## src/rtl/ziposoc_pkg.sv

```systemverilog
// Shared constants for the ziposoc data-bus blocks: the arbiter FSM encoding
// and the bus access size and direction codes.
package ziposoc_pkg;

  typedef enum logic [1:0] {
    ST_IDLE   = 2'd0,
    ST_ACCESS = 2'd1,
    ST_ACK    = 2'd2
  } arb_state_t;

  localparam logic [1:0] LEN_BYTE = 2'b00;
  localparam logic [1:0] LEN_HALF = 2'b01;
  localparam logic [1:0] LEN_WORD = 2'b10;

  localparam logic RW_READ  = 1'b0;
  localparam logic RW_WRITE = 1'b1;

endpackage

```

## src/rtl/data_bus_arbiter_arb_pick.sv

```systemverilog
// Combinational grant selection between two requesters. A lone requester
// always wins. On a tie the winner is the one that was not the last owner.
module arb_pick (
  input  logic req0,
  input  logic req1,
  input  logic last_owner,
  output logic owner
);

  always_comb begin
    owner = 1'b0;
    if (req0 && req1)
      owner = ~last_owner;
    else if (req1)
      owner = 1'b1;
  end

endmodule

```

## src/rtl/data_bus_arbiter.sv

```systemverilog
// Two-master arbiter in front of the shared data bus. Each transaction goes
// IDLE -> ACCESS (ACCESS_CYCLES) -> ACK.
// Define ARB_ROUND_ROBIN_EN to alternate on ties; otherwise m0 has fixed priority.
module data_bus_arbiter #(
  parameter int ADDR_W        = 32,
  parameter int DATA_W        = 8,
  parameter int ACCESS_CYCLES = 1
) (
  input  logic              clk,
  input  logic              rst_n,
  input  logic              m0_req,
  input  logic              m0_rw,
  input  logic [1:0]        m0_len,
  input  logic [ADDR_W-1:0] m0_addr,
  input  logic [DATA_W-1:0] m0_wdata,
  output logic              m0_gnt,
  output logic              m0_ack,
  output logic [DATA_W-1:0] m0_rdata,
  output logic              m0_err,
  input  logic              m1_req,
  input  logic              m1_rw,
  input  logic [1:0]        m1_len,
  input  logic [ADDR_W-1:0] m1_addr,
  input  logic [DATA_W-1:0] m1_wdata,
  output logic              m1_gnt,
  output logic              m1_ack,
  output logic [DATA_W-1:0] m1_rdata,
  output logic              m1_err,
  output logic              bus_rw,
  output logic [1:0]        bus_len,
  output logic [ADDR_W-1:0] bus_addr,
  output logic [DATA_W-1:0] bus_write,
  input  logic [DATA_W-1:0] bus_read,
  input  logic              bus_exception
);

  import ziposoc_pkg::*;

  localparam int CNT_W = $clog2(ACCESS_CYCLES) + 1;
  localparam logic [CNT_W-1:0] CNT_LAST = CNT_W'(ACCESS_CYCLES - 1);

  arb_state_t       state;
  logic             owner;
  logic             pick;
  logic             prio_last;
  logic [CNT_W-1:0] cnt;

  // The tie-break history only exists in the round-robin build; fixed priority
  // presents a constant "m1 was last" so that m0 always wins a tie.
`ifdef ARB_ROUND_ROBIN_EN
  logic last_owner;

  always_ff @(posedge clk) begin
    if (!rst_n)
      last_owner <= 1'b1;
    else if (state == ST_IDLE && (m0_req || m1_req))
      last_owner <= pick;
  end

  assign prio_last = last_owner;
`else
  assign prio_last = 1'b1;
`endif

  arb_pick u_pick (
    .req0       (m0_req),
    .req1       (m1_req),
    .last_owner (prio_last),
    .owner      (pick)
  );

  // The bus command registers double as the latched command: they are loaded
  // on the granting edge and zeroed when the access phase ends.
  always_ff @(posedge clk) begin
    if (!rst_n) begin
      state     <= ST_IDLE;
      owner     <= 1'b0;
      cnt       <= '0;
      m0_gnt    <= 1'b0;
      m1_gnt    <= 1'b0;
      m0_ack    <= 1'b0;
      m1_ack    <= 1'b0;
      m0_rdata  <= '0;
      m1_rdata  <= '0;
      m0_err    <= 1'b0;
      m1_err    <= 1'b0;
      bus_rw    <= RW_READ;
      bus_len   <= LEN_BYTE;
      bus_addr  <= '0;
      bus_write <= '0;
    end else begin
      case (state)
        ST_IDLE: begin
          if (m0_req || m1_req) begin
            state     <= ST_ACCESS;
            owner     <= pick;
            cnt       <= '0;
            m0_gnt    <= ~pick;
            m1_gnt    <= pick;
            bus_rw    <= pick ? m1_rw    : m0_rw;
            bus_len   <= pick ? m1_len   : m0_len;
            bus_addr  <= pick ? m1_addr  : m0_addr;
            bus_write <= pick ? m1_wdata : m0_wdata;
          end
        end
        ST_ACCESS: begin
          if (cnt == CNT_LAST) begin
            state     <= ST_ACK;
            m0_gnt    <= 1'b0;
            m1_gnt    <= 1'b0;
            bus_rw    <= RW_READ;
            bus_len   <= LEN_BYTE;
            bus_addr  <= '0;
            bus_write <= '0;
            if (owner) begin
              m1_ack   <= 1'b1;
              m1_rdata <= bus_read;
              m1_err   <= bus_exception;
            end else begin
              m0_ack   <= 1'b1;
              m0_rdata <= bus_read;
              m0_err   <= bus_exception;
            end
          end else begin
            cnt <= cnt + 1'b1;
          end
        end
        ST_ACK: begin
          state  <= ST_IDLE;
          m0_ack <= 1'b0;
          m1_ack <= 1'b0;
        end
        default: state <= ST_IDLE;
      endcase
    end
  end

endmodule

```

## config.mk

```make
export PLATFORM = sky130hd
export DESIGN_NAME = data_bus_arbiter
export DESIGN_NICKNAME = d
export VERILOG_FILES = /design/src/rtl/ziposoc_pkg.sv /design/src/rtl/data_bus_arbiter_arb_pick.sv /design/src/rtl/data_bus_arbiter.sv
export SDC_FILE = /design/constraint.sdc
export NUM_CORES = 1
export LEC_CHECK = 0
export CORE_AREA = 2 2 89 91
export DETAILED_ROUTE_END_ITERATION = 8
export DIE_AREA = 0 0 91 93
export GPL_ROUTABILITY_DRIVEN = 0
export GPL_TIMING_DRIVEN = 0
export HOLD_SLACK_MARGIN = 0.06
export PLACE_DENSITY = 0.8
export SYNTH_ARGS = -nofsm -noshare
export SYNTH_HDL_FRONTEND = slang
export SYNTH_SLANG_ARGS = --single-unit
```

## constraint.sdc

```tcl
create_clock -name clk -period 1.25 [get_ports clk]
set_input_delay 0.1875 -clock clk [delete_from_list [all_inputs] [get_ports clk]]
set_output_delay 0.1875 -clock clk [all_outputs]
set_load 0.02 [all_outputs]
```

* Yosys cells after proc, flatten, opt, wreduce, memory -nomap -nowiden
Index checks and enable logic that the tools add are counted.
Word-level totals: flip-flop bits (word level) 69, bits of input ports 99, output and inout bits 65, logic and storage cells 72
Cells by class: add/subtract/negate cells 1, equal/unequal tests 6, muxes and demuxes 34, bitwise gates (word level) 3, reduce and logical (&&, ||, !) cells 13
Operators by type and width (number):
- $mux W32 | 3
- $pmux W32 S2 | 1
- $mux W8 | 3
- $pmux W8 S2 | 1
- $reduce_and A3 Y1 | 5
- $mux W1 | 13
- $pmux W1 S2 | 6
- $mux W2 | 5
- $ne A2 B2 Y1 const B | 4
- $pmux W2 S2 | 2
- $reduce_and A2 Y1 | 3
- $reduce_bool A2 Y1 | 2
- $not A1 Y1 | 3
- $eq A2 B1 Y1 const B | 1
- $eq A2 B2 Y1 const B | 1
- $logic_not A2 Y1 | 1
- $add A1 B1 Y1 const B | 1
- $logic_and A1 B1 Y1 | 1
- $logic_or A1 B1 Y1 | 1

* Longest topological paths before layout
Gate-level depths: netlist of the first run.
depth after elaboration 5, gate-level depth with buffers 6, depth with buffers taken out 3

* By module
From an unflattened synthesis of the first run, not the netlist that was laid out.
Second synthesis, totals: cells, all modules 255, area, all modules 2835.2 um2
By module, submodules not included:
- data_bus_arbiter | instances 1, cells each 254, area each 2824.0 um2, seq. area each 1361.3 um2
- arb_pick | instances 1, cells each 1, area each 11.3 um2, seq. area each 0.0 um2

* Least setup slack after synthesis of the first run
No wires, ideal clock.
kind flip-flop to flip-flop, start point register state[0], end point register bus_addr[3], library setup time 0.070 ns, arrival time 1.067 ns, data required time 1.180 ns, slack 0.113 ns, stages on the path, launching flop included 7, buffers on the path 3, period minus slack after synthesis 1.137 ns, path through dfxtp_1 buf_6 nor3_2 o21a_1 buf_4 buf_6 o2bb2ai_1
Between the ends: word-level cells in the longest chain between the ends 3, elaborated cells on any way between the ends 7, classes of those cells eq/ne: 3; mux: 1; reduce/logical: 3
RTL lines:
- start, declared | line data_bus_arbiter.sv:42 | arb_state_t state;
- start signal, assigned | line data_bus_arbiter.sv:76 | state <= ST_IDLE;
- start signal, assigned | line data_bus_arbiter.sv:95 | state <= ST_ACCESS;
- start signal, assigned | line data_bus_arbiter.sv:108 | state <= ST_ACK;
- $eq A2 B1 Y1 / $logic_not A2 Y1 (equally long branches) | line data_bus_arbiter.sv:92 | case (state)
- $ne A2 B2 Y1 (no source line) / $reduce_bool A2 Y1 (equally long branches)
- $reduce_and A3 Y1 (no source line)
- end signal, assigned | line data_bus_arbiter.sv:102 | bus_addr <= pick ? m1_addr : m0_addr;
- end, declared | line data_bus_arbiter.sv:31 | output logic [ADDR_W-1:0] bus_addr,
Several ways; a longest one is shown, not always the timed one. A chain may end at the register's enable or synchronous reset.

* Final worst setup path of the first run
start point register state[0], end point register bus_addr[13]
The elaborated chain is that of the path after synthesis.

==> results of run 1 <==
layer usage:
metal	GRT usage [%]	routed length [um]	vias up
met3	5.40	557	10
met4	7.58	104	0
met2	33.1	4250	97
met5	0	0	-
li1	-	-	1242
met1	22.2	3430	1185
power breakdown:
| group | internal, mW | total [mW] | switching, mW |
|---|---|---|---|
| clock | 0.707 | 1.54 | 0.835 |
| sequential | 2.32 | 2.43 | 0.110 |
| combinational | 0.743 | 1.35 | 0.610 |
| total | 3.77 | 5.33 | 1.55 |
cell type report:
| cell class | count | area share (%) |
|---|---|---|
| Timing Repair Buffer | 171 | 33.5 |
| Inverter | 3 | 0.222 |
| Tap cell | 102 | 2.52 |
| Clock inverter | 6 | 0.815 |
| Multi-Input combinational cell | 147 | 29.5 |
| Clock buffer | 9 | 2.44 |
| Buffer | 20 | 4.00 |
| Sequential cell | 68 | 27.0 |
per-stage QoR:
stage                     worst slack (ns)  power, mW  std cells  area, um2
after detailed placement            -0.485       3.74        503       4550
after global placement              -0.459       3.71        503       4550
after CTS                          -0.0126       5.23        520       4700
final                             -0.00901       5.33        526       5070
after floorplan                      0.113       3.04        240       2810
after global routing               -0.0575       5.59        526       5070
flip-flops by register name, indices dropped and copies added (netlist names):
| register | flops |
|---|---|
| m1_err | 1 |
| m1_rdata | 8 |
| bus_write | 8 |
| bus_rw | 1 |
| owner | 1 |
| bus_addr | 32 |
| m1_ack | 1 |
| state | 2 |
| m0_rdata | 8 |
| m1_gnt | 1 |
| m0_err | 1 |
| m0_gnt | 1 |
| bus_len | 2 |
| m0_ack | 1 |
tightest hold or removal path, delay by kind of cell:
family,cells,cell delay (ns)
AND/OR/NAND/NOR,1,0.08
buffers and inverters,1,0.15
AO/OA/AOI/OAI,1,0.05
what timing repair did:
item,in CTS,in global routing
resized for setup,80,90
buffers inserted,2,2
hold buffers,0,0
hold endpoints to repair,0,0
gates cloned,1,5
setup endpoints to repair,113,83
pin swaps,1,2
how the worst min path moves through the flow:
stage | start | endpoint | slack (ns)
2_1_floorplan | m1_req | m1_gnt | 0.35
4_1_cts | m0_req | m0_gnt | 0.17
6_report | m0_req | m0_gnt | 0.19
3_5_place_dp | bus_addr[24] | bus_addr[24] | 0.45
3_3_place_gp | m1_ack | m1_ack | 0.44
5_1_grt | m0_req | m0_gnt | 0.20
cells by family (layout without fill, tap and decap cells):
logic type | after synthesis | after routing | synth area share (%)
buffers and inverters | 25 | 209 | 6.77
muxes | 60 | 60 | 21.4
DFF | 68 | 68 | 48.5
AOI/OAI and AO/OA | 53 | 53 | 15.9
and+or+nand+nor | 34 | 34 | 7.44
layout by cell type (no fill, tap or decap), types with 3 or more instances in the layout:
cell type	count
dlygate4sd2_1	26
dfxtp_1	66
clkinvlp_4	3
clkbuf_16	5
buf_8	4
o2bb2ai_1	9
clkdlybuf4s50_1	95
nor2b_1	19
clkbuf_2	9
clkdlybuf4s15_1	31
a21oi_1	3
clkbuf_1	3
buf_6	7
mux2i_1	59
buf_4	8
nor2_1	5
clkbuf_8	9
o2bb2ai_2	33
==> impl.org, run 1 <==
** Synthesis
- The most used flip-flop cell after synthesis is dfxtp_1.
- Post-synth net total :: around 340
- Of all cell types, the one taking the most synthesized area is dfxtp_1.
- Cell types with the largest area share after synthesis :: dfxtp_1 48%, mux2i_1 21%, o2bb2ai_1 13%
- Synth Cell Area :: between 2000 and 3000 um2
- Of all flip-flops after synthesis, the portion carrying an async set or reset was 0%.
- Yosys mapped the design onto 27 distinct sky130hd cell types.
- After synthesis, the largest area contributor takes up 48.5% of total cell area.
- Sequential area share after synthesis :: roughly half
- In this run, synthesis inferred 0 flip-flops with an integrated enable.
- Counting every instance in the synthesized netlist gives 240.
- Yosys printed 0 warnings.
- Each instance of the synthesized netlist takes up on average about 12 um2.
- The most common cell in the synthesized netlist is dfxtp_1.
- Count of state elements after synthesis :: just under 70
- Counting instances in the post-synthesis netlist gives the leading cell types as 68 x dfxtp_1, 60 x mux2i_1, 42 x o2bb2ai_1, 19 x nor2b_1, 10 x buf_6.

** STA
- Final TNS setup :: -0.0563 ns
- The worst path uses 101% of the clock period.
- Max-Slew Margin vs Limit :: between 60% and 70%
- After layout, the minimum clock period comes to between 1 and 1.5 ns.
- Across the routed clock network, the largest skew measured is 0.00600 ns.
- In the post-route analysis, the smallest setup slack over all paths is -0.00901 ns.
- The count of pins over their slew limit came to 0.
- Setup repair after global routing could not meet its margin everywhere.
- Derived from the worst setup path, the maximum achievable clock frequency is roughly 790 MHz.
- Final Hold Viols :: 0
- Setup violators final :: 13
- Pin slew with the least headroom to its limit :: between 0.4 and 0.5 ns
- Final worst hold slack :: between 0.15 and 0.2 ns

** Global route
- The number of antenna violations at the first check in global routing came to 0.
- GRT Residual Overflow :: 0
- The via count of the first global-routing pass is ~2600.
- Total Routing Usage GR :: between 10% and 20%
- The first global-routing pass estimated between 10000 and 15000 um of wire.
- Entering global routing, the biggest net connects 13 pins.

** Worst setup path
- The setup path with the least slack is of type register to register.
- Endpoint type of the worst setup path :: register
- Worst setup path startpoint :: state[0]
- Worst reg2reg endpoint :: bus_addr[13]
- The startpoint identified for the worst register-to-register timing path is state[0].
- STA puts the critical path data required time at 1.47 ns.
- The largest single stage delay on the critical path is 0.40 ns.
- The critical path runs through a total of 5 cells.
- Critical path cell sequence :: nor3_4 > o21a_2 > buf_12 > clkbuf_16 > o2bb2ai_2
- Number of cell instances on the worst register-to-register path :: 5
- Critical path's slowest cell :: dfxtp_4
- WP data arrival :: approximately 1.5 ns
- STA classifies the critical path startpoint as a register.
- Capture point of the worst path :: bus_addr[13]
- The kind of cell with the highest combined delay along the critical path is flip-flops.
- Together, buffers and inverters on the worst path number 2.
- Worst-case register-to-register setup slack :: -0.009 ns
- Largest fanout on the critical path :: 5

** Clock tree
- For the worst-skew pair, the clock arrives at the later sink with an insertion delay of 0.34 ns.
- H-tree depth :: 3
- Clock root buffer :: clkbuf_8
- TritonCTS built the clock tree.
- Clk pin slew, worst setup/hold paths :: roughly 0.07 ns
- Number of clock sinks :: 68
- No sink is reached through more buffers than the 2 on the longest clock path.
- Inserted Clock Buffers :: 9

** Final layout
- Cells fill between 60 and 70% of the core in the end.
- Area of the multi-input gates :: 1500 um2
- Final antenna diode count :: 0
- Fraction of final layout cells sized beyond drive strength 1 :: 21.9%
- Relative to the synthesized area, the layout overhead comes to 80.4%.
- Fill cells in the final layout number around 610.
- # nets final :: just over 500
- Across the whole layout, storage elements account for ~1400 um2.

** Floorplan
- In this run the standard cell core region covers ~7500 um2.
- During I/O placement, the number of pins put on the boundary was approximately 160.
- Die Span Y :: approximately 93 um
- Area of the die :: ~8500 um2
- Site row count :: 32
- Initial Util :: between 30% and 40%
- From left edge to right edge, the die measures 91 um.

** Routing
- Dividing the detail-routed wire length by the instance count gives 15.9 um.
- Vias per inst :: around 4.8
- Count of routing violations after the opening detailed-route iteration :: 32
- For this block, the via count after detailed routing is 2534.
- Antenna violation net count after detailed routing :: 0
- The pre-antenna-repair detailed-routing pass consisted of 4 iterations.
- Routed Wire Length :: between 8000 and 9000 um
- Final routed DRC violation total :: 0

** Flow run
- Max_cap viols :: 0

** Status
- Result of the run :: complete, but fails checks
- The checks that failed: setup timing.

** Pwr
- VDD sags by at most slightly below 600 uV.
- Ratio of total power to cell area :: about 1100 nW/um2
- The analysis attributes to cell leakage a power of 2.27 nW.

** Placement
- Buffers placed on the I/O ports in this run total 161.
- Detailed placement finished with a half-perimeter wire length of between 5000 and 6000 um.

** Min path
- The min-delay analysis places its worst path in the category input pin to register.
- Hold path cells :: 3
Note: power is estimated with default switching activity, not from simulation.
==> run 2: changes to the inputs <==
CORE_AREA = 2 2 86 88   (was 2 2 89 91)
DIE_AREA = 0 0 88 90   (was 0 0 91 93)
PLACE_DENSITY = 0.85   (was 0.8)
clock period = 1.5 ns   (was 1.25 ns; I/O delays follow)
==> run 2 against run 1 <==
The run now ends clean. Wire length down 6.3%. Critical path type unchanged. Maximum frequency decreased by 3.0%. Combinational power down 27%. Clock skew grew 0.0028 ns. Utilization decreased by 0.92 points. Clock power is 6% lower. Sequential power down 18%.
==> impl.org, run 2 (synthesis gave the netlist of run 1 again) <==
** Routing
- The first routing iteration left 41 violations.
- Dividing the detail-routed via count by the number of cells gives ~4.8.
- After detailed routing, the total wire length is 7810 um.
- Routed wire length per instance :: 15.1 um
- The first detailed-routing pass took 6 iterations.
- Once detail routing completed, the nets flagged for antenna violations numbered 0.
- The routed layout has between 2000 and 2500 vias.
- For this run, design rule violations remaining after detail routing come to 0.

** Floorplan
- Once the floorplan was initialized, standard cells occupied approximately two fifths of the core.
- roughly 160 I/O pins were placed.
- Die Span Y :: approximately 90 um
- Site row count :: 31
- The die covers ~7900 um2.
- In this run the horizontal extent of the chip is a little under 90 um.
- The core region is 7020 um2.

** Pwr
- In this run the power density over the cells is about 950 nW/um2.
- Internal power comes to between 3 and 4 mW.
- Switching share of power :: between 20% and 30%
- Leak Pwr :: ~2.2 nW
- The share of total power dissipated in sequential elements is ~45%.
- IR analysis of the VDD net gives a maximum drop of ~600 uV.
- Net Switching :: ~1.2 mW
- In this run, the clock network consumes about a third of the power.
- Combinational group share of total power :: 22.2%
- Total power draw :: 4.43 mW

** Worst setup path
- In this run the worst path has a maximum fanout of 10.
- The critical path in this run is classified as register to register.
- Counting both buffers and inverters, the worst setup path holds a total of 2.
- STA classifies the critical path startpoint as a register.
- For this run, the slowest stage of the critical path takes around 0.3 ns.
- At the worst endpoint, the arrival time is around 1.6 ns.
- Critical path's slowest cell :: dfxtp_1
- Critical path cell sequence :: buf_2 > nor2_2 > o211ai_4 > clkbuf_4 > o2bb2ai_1
- Endpoint type of the worst setup path :: register
- Critical path required time :: 1.76 ns
- Gate family responsible for the most delay along the worst path :: buffers and inverters

** STA
- In the finished design, the share of the clock period the worst path needs comes to between 80% and 90%.
- Highest clock rate :: approximately 770 MHz
- The count of pins over their slew limit was 0.
- Measured against its own limit, the worst slew margin works out to a little over two thirds.
- Setup repair after global routing missed its margin :: no
- Clock skew on the completed layout was measured at around 0.009 ns.
- Final Hold Viols :: 0
- Setup violators final :: 0
- Pin slew with the least headroom to its limit :: around 0.46 ns
- Time the worst path needs with I/O delays and setup :: ~1.3 ns
- Crit path setup slack, layout :: between 0.2 and 0.25 ns

** Global route
- Total Routing Usage GR :: 19.2%
- Wire length of the first global-routing pass :: roughly 12000 um
- Maximum number of pins on one net before global-route repair :: 12
- Initial antenna violation count :: 0
- Vias in the first global route :: ~2500
- GRT Residual Overflow :: 0

** Final layout
- The multi-input combinational cells in the finished layout cover a total of around 1300 um2.
- Final antenna diode count :: 0
- Register with the most flip-flops :: bus_addr
- Top library cells by usage in the layout, fill and taps aside :: 95 x clkdlybuf4s50_1, 68 x dfxtp_1, 65 x dlygate4sd2_1, 60 x mux2i_1, 42 x o2bb2ai_1
- After filler insertion, the fill cell instance count of the layout stands at around 620.
- Most common cell after layout, fill and taps aside :: clkdlybuf4s50_1
- Compared with the post-synthesis result, the final layout area differs by 66.0%.
- Final standard cell count with taps included and fillers excluded :: 516
- With fillers left out, the area of the finished cells amounts to around 4700 um2.
- Of the cells placed in the final design, the portion with a size suffix greater than 1 is 8.87%.
- Registers take about 1400 um2.
- The net count of the finished layout is 511.
- At the end of the flow the core is filled with cells to between 60% and 70%.
- The register with the most flip-flops in the layout has 32 of them.

** Clock tree
- At the later pin of the worst-skew pair, clock insertion delay measures 0.34 ns.
- In this run, CTS created clock tree buffers numbering 9.
- Counting every sink on the clock net gives just under 70.
- Cts hold-fix bufs :: 0
- Setup fix buffers added after clock tree synthesis :: 0
- H-tree depth :: 3
- TritonCTS built the clock tree.
- Clock root buffer :: clkbuf_8
- Clk pin slew, worst setup/hold paths :: roughly 0.070 ns
- Clock Path Buffers :: 2

** Status
- Result of the run :: completed

** Placement
- Number of buffer cells added on primary ports :: 161
- Worst setup slack before clock tree synthesis :: -0.230 ns
- Placed inst area :: about 4500 um2
- Total half-perimeter wirelength after legalization and detailed placement :: just under 6000 um
- Number of instances in the placed design :: 500

** Min path
- The min-delay analysis places its worst path in the category input pin to register.

** Flow run
- Max-cap violations in this run came to 0.
## run 2: changes by cell type in the layout (fill, tap and decap cells not counted), moves of 2 or more
| cell | before | now |
|---|---|---|
| dlygate4sd2_1 | 26 | 65 |
| buf_4 | 8 | 4 |
| clkdlybuf4s15_1 | 31 | 0 |
| buf_8 | 4 | 0 |
| buf_6 | 7 | 10 |
| clkbuf_2 | 9 | 0 |
| o2bb2ai_2 | 33 | 0 |
| dfxtp_4 | 2 | 0 |
| dfxtp_1 | 66 | 68 |
| clkbuf_16 | 5 | 0 |
| buf_2 | 2 | 4 |
| clkbuf_1 | 3 | 6 |
| o2bb2ai_1 | 9 | 42 |
## run 2: layout make-up
type	instances	share of cell area, %
multi-input cells	147	27.2
clock buffers	12	2.90
well taps	99	2.66
repair buffers	161	32.9
flip-flops and latches	68	29.2
inverters	3	0.242
clock inverters	4	1.07
plain buffers	22	3.89
## run 2: worst paths after layout
check	startpoint	endpoint	slack [ns]	cells after the start
worst min-delay path	m0_req	m0_gnt	0.22	3
worst max-delay path	state[1]	bus_addr[29]	0.20	5
worst max register to register	state[1]	bus_addr[29]	0.20	5
worst min register to register	m1_ack	m1_ack	0.45	2
## run 2: what timing repair did
item	in CTS	in global routing
hold endpoints to repair	0	0
resized for setup	65	3
endpoints found under the setup margin	65	2
## run 2: tightest hold or removal path, stage by stage
cell and delay [ns]:
buf_4 0.14, nand2_1 0.08, a21boi_1 0.05
## run 2: through the flow
step                hold WS [ns]  TNS [ns]
global placement           0.440     -8.55
floorplan                  0.385         0
CTS                        0.193         0
global route               0.202         0
finish                     0.216         0
detailed placement         0.446     -8.63
## run 2: power by group through the flow
stage | sequential, mW | combinational (mW) | clock (mW)
floorplan | 2.19 | 0.339 | 0
global placement | 2.04 | 1.05 | 0
detailed placement | 2.04 | 1.07 | 0
CTS | 2.00 | 0.992 | 1.48
global route | 2.01 | 1.05 | 1.56
finish | 2.00 | 0.984 | 1.45
## run 2: metal layers
layer	routed length [um]	up-vias	part of all wire, %	global-route usage (%)
li1	-	1219	-	-
met1	3190	1143	41	22.2
met2	3900	97	50	32.6
met3	611	8	7.8	5.97
met4	107	0	1.4	7.44
met5	0	-	0	0
